$ cat src/rtl/sd_pkg.sv
// sd_pkg: shared state encoding, MCU command codes and channel/image limits for the SD request front-end.
package sd_pkg;
    localparam int NCH_MAX = 8;
    localparam int NIMG_MAX = 8;
    typedef enum logic [1:0] {ST_IDLE, ST_ANNOUNCE, ST_SD_IO} state_t;
    localparam logic [7:0] SDC_STATUS = 8'd1;
    localparam logic [7:0] SDC_GO = 8'd2;
    localparam logic [7:0] SDC_INSERTED = 8'd4;
    localparam logic [7:0] SDC_REJECT = 8'd6;
endpackage

$ cat src/rtl/rr_arbiter.sv
// rr_arbiter: picks the first pending channel after last, searching upward with wrap.
module rr_arbiter #(
    parameter int NCH = 4,
    parameter int CHW = 2
) (
    input  logic [NCH-1:0] pend,
    input  logic [CHW-1:0] last,
    output logic [CHW-1:0] grant,
    output logic           any
);
    always_comb begin
        any = |pend;
        grant = '0;
        for (int k = NCH; k >= 1; k--)
            grant = pend[(int'(last) + k) % NCH] ? CHW'((int'(last) + k) % NCH) : grant;
    end
endmodule

$ cat src/rtl/sd_req_arbiter.sv
// sd_req_arbiter: latches per-channel sector requests, grants round-robin and runs the MCU announce/translate handshake.
module sd_req_arbiter
    import sd_pkg::*;
#(
    parameter int NCH = 4,
    parameter int NIMG = 4,
    parameter int CHW = (NCH > 1) ? $clog2(NCH) : 1
) (
    input  logic              clk,
    input  logic              reset,
    input  logic              data_strobe,
    input  logic              data_start,
    input  logic [7:0]        data_in,
    output logic [7:0]        data_out,
    output logic              irq,
    input  logic              iack,
    input  logic [NCH-1:0]    req_rd,
    input  logic [NCH-1:0]    req_wr,
    input  logic [NCH*32-1:0] req_sector,
    output logic [NCH-1:0]    ch_done,
    output logic [NCH-1:0]    ch_err,
    input  logic [3:0]        card_stat,
    input  logic [1:0]        card_type,
    output logic              sd_rstart,
    output logic              sd_wstart,
    output logic [31:0]       sd_sector,
    input  logic              sd_busy,
    input  logic              sd_done,
    output logic [CHW-1:0]    grant,
    output logic              grant_valid,
    output logic [31:0]       image_size,
    output logic [NIMG-1:0]   image_mounted
);
    state_t state;
    logic [NCH-1:0] req_q, pend, dir, clr, req_edge;
    logic [31:0] sec [NCH];
    logic [31:0] sec_g;
    logic [CHW-1:0] last, arb_grant;
    logic arb_any, rej, fin;
    logic [7:0] cmd, target, stat_byte;
    logic [3:0] cnt;

    rr_arbiter #(.NCH(NCH), .CHW(CHW)) u_rr (
        .pend(pend), .last(last), .grant(arb_grant), .any(arb_any)
    );

    always_comb begin
        req_edge = (req_rd | req_wr) & ~req_q;
        rej = state == ST_ANNOUNCE && data_strobe && data_start && data_in == SDC_REJECT;
        fin = state == ST_SD_IO && sd_done;
        clr = (rej || fin) ? NCH'(1) << grant : '0;
        sec_g = sec[grant];
        stat_byte = cnt == 4'd0 ? {dir[grant], 4'd0, 3'(grant)} :
                    cnt == 4'd1 ? sec_g[31:24] :
                    cnt == 4'd2 ? sec_g[23:16] :
                    cnt == 4'd3 ? sec_g[15:8] :
                    cnt == 4'd4 ? sec_g[7:0] : 8'h00;
    end

    // a new edge on a channel that is being retired this cycle re-pends it
    always_ff @(posedge clk) begin
        if (reset) begin
            req_q <= '0;
            pend <= '0;
            dir <= '0;
            for (int i = 0; i < NCH; i++) sec[i] <= '0;
        end else begin
            req_q <= req_rd | req_wr;
            for (int i = 0; i < NCH; i++) begin
                if (req_edge[i] && (!pend[i] || clr[i])) begin
                    pend[i] <= 1'b1;
                    dir[i] <= req_wr[i];
                    sec[i] <= req_sector[32*i +: 32];
                end else if (clr[i]) begin
                    pend[i] <= 1'b0;
                end
            end
        end
    end

    always_ff @(posedge clk) begin
        if (reset) begin
            state <= ST_IDLE;
            last <= CHW'(NCH - 1);
            grant <= '0;
            grant_valid <= 1'b0;
            irq <= 1'b0;
            cmd <= '0;
            cnt <= '0;
            target <= '0;
            data_out <= '0;
            sd_rstart <= 1'b0;
            sd_wstart <= 1'b0;
            sd_sector <= '0;
            ch_done <= '0;
            ch_err <= '0;
            image_size <= '0;
            image_mounted <= '0;
        end else begin
            ch_done <= '0;
            ch_err <= '0;
            image_mounted <= '0;
            if (iack) irq <= 1'b0;
            if (state == ST_IDLE && arb_any) begin
                grant <= arb_grant;
                grant_valid <= 1'b1;
                irq <= 1'b1;
                state <= ST_ANNOUNCE;
            end
            if (rej || fin) begin
                ch_done <= clr;
                ch_err <= rej ? clr : '0;
                last <= grant;
                grant_valid <= 1'b0;
                sd_rstart <= 1'b0;
                sd_wstart <= 1'b0;
                state <= ST_IDLE;
            end
            if (data_strobe && data_start) begin
                cmd <= data_in;
                cnt <= '0;
                data_out <= {card_stat, card_type, sd_busy, grant_valid};
            end else if (data_strobe) begin
                cnt <= cnt + {3'd0, cnt != 4'hf};
                if (cmd == SDC_STATUS) data_out <= stat_byte;
                if (cmd == SDC_GO) begin
                    data_out <= cnt < 4'd4 ? 8'hff : {7'd0, state == ST_SD_IO};
                    if (state == ST_ANNOUNCE && cnt < 4'd4) begin
                        sd_sector <= {sd_sector[23:0], data_in};
                        if (cnt == 4'd3) begin
                            sd_wstart <= dir[grant];
                            sd_rstart <= !dir[grant];
                            state <= ST_SD_IO;
                        end
                    end
                end
                if (cmd == SDC_INSERTED) begin
                    if (cnt == 4'd0) target <= data_in;
                    else if (cnt < 4'd5) image_size <= {image_size[23:0], data_in};
                    if (cnt == 4'd4 && 32'(target) < NIMG) image_mounted <= NIMG'(1) << target;
                end
            end
        end
    end
endmodule

$ cat config.mk
export PLATFORM = sky130hd
export DESIGN_NAME = sd_req_arbiter
export DESIGN_NICKNAME = d
export VERILOG_FILES = /design/src/rtl/sd_pkg.sv /design/src/rtl/rr_arbiter.sv /design/src/rtl/sd_req_arbiter.sv
export SDC_FILE = /design/constraint.sdc
export NUM_CORES = 1
export LEC_CHECK = 0
export BUFFER_PORTS_ARGS = -buffer_cell sky130_fd_sc_hd__buf_2
export CORE_MARGIN = 2
export CORE_UTILIZATION = 30
export CTS_CLUSTER_DIAMETER = 150
export DETAILED_ROUTE_END_ITERATION = 16
export PLACE_DENSITY = 0.52
export SETUP_SLACK_MARGIN = 0.05
export SLEW_MARGIN = 20
export SYNTH_ARGS = -nofsm -noshare
export SYNTH_HDL_FRONTEND = slang
export SYNTH_SLANG_ARGS = --single-unit
$ cat constraint.sdc
create_clock -name clk -period 2.7 [get_ports clk]
set_input_delay 0.135 -clock clk [delete_from_list [all_inputs] [get_ports clk]]
set_output_delay 0.135 -clock clk [all_outputs]
set_load 0.05 [all_outputs]
# Word-level counts from Yosys, hierarchy flattened
# Memory sizes are Yosys's and may differ from the RTL's. A register that Yosys moved wholly into a read port is not among the register bits.
# Index checks and enable logic that the tools add are counted.
# classes
reduce_logical	45
eq_ne	11
n_bitwise	18
order_cmp	8
div_mod_pow	0
multipliers	0
muxes	78
n_addsub	5
shifts	2
# op_table
cell	count
32-bit two-way mux	4
8-bit two-way mux	10
1-bit two-way mux	45
2-bit two-way mux	13
8-bit by 3-bit equality test with 1-bit output (second input constant)	2
3-bit by 4-bit < comparator with 1-bit output (second input constant)	4
2-bit OR reduction	7
1-bit logical AND	12
2-bit nonzero test	6
1-bit binary-select mux with 2-bit select	5
4-bit by 2-bit equality test with 1-bit output (second input constant)	2
8-bit by 1-bit equality test with 1-bit output (second input constant)	1
8-bit by 2-bit equality test with 1-bit output (second input constant)	1
4-bit by 3-bit < comparator with 1-bit output (second input constant)	2
8-bit by 3-bit < comparator with 1-bit output (second input constant)	1
4-bit AND reduction	2
1-bit by 8-bit left shift with 4-bit output (first input constant)	1
1-bit inverter	7
1-bit logical NOT	5
1-bit logical OR	5
5-bit AND reduction	1
5-bit OR reduction	1
2-bit by 1-bit adder with 2-bit output (second input constant)	2
2-bit adder (second input constant)	2
other kinds (20)	26
# word_totals
ram_bits	128
wordCells	193
latch_bits	0
in_bits	157
romBits	0
regBits	126
n_memories	1
# memory_table
memory	depth	width	read_ports	rd_clocked_by_memory_dff	write_ports	line	rtl
sec	4	32	1	1	4	sd_req_arbiter.sv:36	logic [31:0] sec [NCH];

# Logic depth before layout (Yosys ltp)
# depth
ltp_word	12
depth_mapped	10

# Cells and area by module
# A second synthesis with hierarchy kept.
# hier_totals
hier_cells	948
hier_area_um2	11015.6
# by_module_without_submodules
module	cells_per_inst	seq_area_each_um2	area_each_um2	n_inst
sd_req_arbiter	934	6406.1	10924.2	1
rr_arbiter	14	0.0	91.3	1

# Least setup slack after synthesis
# OpenSTA, ideal clock, no wires.
# synth_path
path_type	register to register
from	register grant[0]
to	memory sec[2][0], enable pin
n_path_buf	1
t_required_ps	2222
stages_incl_launch_ff	6
arrival_time_ps	2041
slack_ps	181
setup_ps	478
cell_sequence	dfxtp_1 clkbuf_1 nand2b_1 nor2_1 a211oi_2 nand2_1
# synth_lines
item	line	rtl
start: declaration	sd_req_arbiter.sv:29	output logic [CHW-1:0] grant,
start signal: assignment	sd_req_arbiter.sv:105	grant <= arb_grant;
end: declaration	sd_req_arbiter.sv:36	

# Final worst setup path
# layout_path
from	input data_in[3]
to	register dir[0]
# layout_between
elab_chain_len	6
# layout_lines
item	line	rtl
start: declaration	sd_req_arbiter.sv:13	input logic [7:0] data_in,
8-bit by 3-bit equality test with 1-bit output	sd_req_arbiter.sv:49	rej = state == ST_ANNOUNCE && data_strobe && data_start && data_in == SDC_REJECT;
1-bit logical AND	sd_req_arbiter.sv:49	
1-bit logical OR	sd_req_arbiter.sv:51	clr = (rej || fin) ? NCH'(1) << grant : '0;
4-bit two-way mux	sd_req_arbiter.sv:51	
1-bit logical OR	sd_req_arbiter.sv:70	if (req_edge[i] && (!pend[i] || clr[i])) begin
1-bit logical AND	sd_req_arbiter.sv:70	
end signal: indexed assignment	sd_req_arbiter.sv:72	dir[i] <= req_wr[i];
end: declaration	sd_req_arbiter.sv:35	logic [NCH-1:0] req_q, pend, dir, clr, req_edge;
# Every way passes these cells.
# A chain may end at the register's enable or synchronous reset.

==> impl_metrics.ini <==
[status]
status = finished clean

[worst_setup_path]
crit_family = buffers and inverters
crit_end = dir[0]
worstSetupStartpointType = primary input
rr_startpoint = state[1]
reg2reg_to = dir[0]
slowest_delay_ps = 610
cp_data_arrival_time_ps = 2830
cp_common_cell = dlygate4sd3_1
cp.required_ps = 3140
reg2reg_slack_ps = 370
critPathMaxFanout = 5
crit_type = in -> reg
path_buf_inv = 4
crit_chain = dlygate4sd3_1 -> buf_2 -> or4b_4 -> nor4_4 -> buf_4 -> a211oi_2 -> mux2i_1 -> nor2_1 -> dlygate4sd3_1
endpoint_kind = register
worst-path-stages = 9
crit_start = data_in[3]
slowest_stage = or4b_4
worstRegToRegCells = 7

[timing]
setup_viol = 0
tns_ps = 0
slew_headroom_pct = 40.10
max_clock_freq_mhz = 418.7
tightest_slew_ps = 886.1
min_period_over_period_pct = 88.46
drv_slew = 0
rsz0062_at_grt = false
hold_viol = 0
min_period_ps = 2388
finClkSkew_ps = 17.93

[synth]
synth_ff_type = edfxtp_1
syn_area_per_cell_um2 = 11.41
ys_seq_area_share_pct = 58.57
synth_cell_types = 58
netlist_instances = 959
async_flop_share_pct = 0
synthesis.nets = 1118
synth-edff-count = 128
netlist_area_um2 = 10940
synth_warnings = 0
ys_ff_latch = 256

[global_route]
antenna_found_initial = 0
grt.total_usage_pct = 16.78
grt_pass1_vias = 8744
gr-total-overflow = 0
grt_pass1_wl_um = 50040
grt_max_degree = 51

[power]
cellPowerDensity_nw_per_um2 = 600.6
power.internal_w = 0.007003
combPwrFrac_pct = 12.5
p_clk_share_pct = 39.6
switchingPower_w = 0.002201
vdd_drop_max_mv = 0.4246
power_frac_seq_pct = 47.9
switching_share_pct = 23.91
power.leakage_nw = 6.432

[worst_hold_path]
hold_class = in -> reg

[clocking]
numClockSinks = 256
clockRootBuffer = clkbuf_16
clock_path_buffers = 3
htreeDepth = 1
numCtsBuffers = 29
cts_tree = done
clkTransAtPathRegs_ps = 60
insertion_delay_ps = 560

[place]
io_buffers = 246
hpwl_um = 21980
place_area_um2 = 12800
place_congestion = 0.7782

[final_layout]
layout_common_cells = 245 x buf_2, 163 x dlygate4sd3_1, 129 x and2_1
drive_gt1_share_pct = 27.54
final_nets = 1526
final_cell_area_um2 = 15320
final_common_cell = buf_2
area_growth_pct = 40.11

[detailed_routing]
viasPerCell = 4.682
drc = 0
wl_per_cell_um = 17.53
num_vias = 8657
antenna_left = 0
first_pass_iters = 5
drt-initial-drc-count = 407
drt_wl_total_um = 32410

[floorplan]
die_x_um = 194.9
rows = 69
initial_utilization_pct = 30.60
die_area_um2 = 38000
num_io_pins = 247
die_h_um = 194.9
coreArea_um2 = 35740

[flow_run]
drv_cap = 0
[state kept, by name, summed over array words and instances, names as in the netlist, 2 cells and up, named ones only]
| signal | cells |
|---|---|
| ch_done | 4 |
| ch_err | 4 |
| cmd | 8 |
| cnt | 4 |
| data_out | 8 |
| dir | 4 |
| grant | 2 |
| image_mounted | 4 |
| image_size | 32 |
| last | 2 |
| pend | 4 |
| req_q | 4 |
| sd_sector | 32 |
| sec | 128 |
| state | 2 |
| target | 8 |
[logic make-up after synthesis]
family | Yosys count | synth area share [%]
buf+inv | 74 | 3.008
simple gates | 410 | 19.34
xor+xnor | 2 | 0.1602
fa+ha+maj | 2 | 0.2287
mux | 87 | 11.22
compound gates | 128 | 7.470
flops | 256 | 58.57
[metrics by stage]
stage / utilization, % / power, W / instances / setup WS [ps] / hold WS (ps)
after floorplan: - / 0.005038 / 959 / 181.1 / 250.8
after global placement: 35.83 / 0.005464 / 1632 / 381.5 / 358.9
after detailed placement: 35.83 / 0.005476 / 1632 / 376.6 / 366.3
after CTS: 42.83 / 0.009341 / 1846 / 215.7 / 115.5
after global routing: 42.87 / 0.009577 / 1848 / 200.6 / 159.7
final: 42.88 / 0.009204 / 1849 / 311.6 / 110.3
[routing by layer]
metal / vias up / part of all wire [%] / global-route usage, % / wire [um]
li1: 4220 / - / - / -
met1: 4083 / 44 / 21.96 / 14310
met2: 309 / 48 / 28.86 / 15450
met3: 45 / 6.0 / 2.828 / 1945
met4: 0 / 2.2 / 4.100 / 700
met5: - / 0 / 0 / 0
[worst min path at each step]
stage	from	end	slack (ps)	depth (start not counted)
5_1_grt	card_stat[3]	data_out[7]	160	4
3_5_place_dp	req_rd[2]	req_q[2]	370	3
2_1_floorplan	req_rd[0]	req_q[0]	250	2
4_1_cts	card_stat[3]	data_out[7]	120	4
6_report	card_stat[3]	data_out[7]	110	4
3_3_place_gp	req_rd[2]	req_q[2]	360	3
[power groups by stage]
| stage | Clock (W) | Sequential, W | Combinational (W) |
|---|---|---|---|
| detailed placement | 0 | 0.00449 | 0.000982 |
| global placement | 0 | 0.00449 | 0.000977 |
| finish | 0.00364 | 0.00441 | 0.00115 |
| floorplan | 0 | 0.00450 | 0.000535 |
| global route | 0.00390 | 0.00443 | 0.00125 |
| CTS | 0.00376 | 0.00441 | 0.00117 |
[what timing repair did]
| action | 4_1_cts | 5_1_grt |
|---|---|---|
| hold buffers | 163 | 0 |
| setup endpoints to repair | 0 | 1 |
| resized for setup | 0 | 0 |
| endpoints found under the hold margin | 184 | 0 |
| setup buffers | 0 | 2 |
[tightest hold or removal path, delay by kind of cell]
kind	cells	cell delay, ps
simple gates	1	60
compound gates	1	170
buf+inv	1	100
mux	1	140
[cell usage after synthesis, types with 7 or more instances]
| master | instances | share of area (%) |
|---|---|---|
| and2_1 | 129 | 7.4 |
| dfxtp_1 | 128 | 23 |
| edfxtp_1 | 128 | 35 |
| nand2_1 | 116 | 4.0 |
| nor2_1 | 82 | 2.8 |
| a21oi_1 | 65 | 3.0 |
| mux2i_1 | 45 | 4.1 |
| clkbuf_1 | 32 | 1.1 |
| mux4_2 | 27 | 5.6 |
| nor3_1 | 18 | 0.82 |
| o21ai_0 | 16 | 0.73 |
| mux2_2 | 15 | 1.5 |
| clkbuf_2 | 12 | 0.55 |
| inv_1 | 12 | 0.41 |
| nand3_1 | 12 | 0.55 |
| buf_2 | 11 | 0.50 |
| nand2b_1 | 8 | 0.46 |
| o221ai_1 | 7 | 0.56 |
[cell type report]
type / count / area [um^2]
diodes: 1 / 2.502
fillers: 3421 / 20420
flip-flops and latches: 256 / 6409
clock buffers: 40 / 787.0
inverters: 12 / 45.04
multi-input cells: 629 / 4205
clock inverters: 11 / 83.83
repair buffers: 439 / 3216
well taps: 461 / 576.8
No activity file was read; power rests on OpenSTA's default activity.
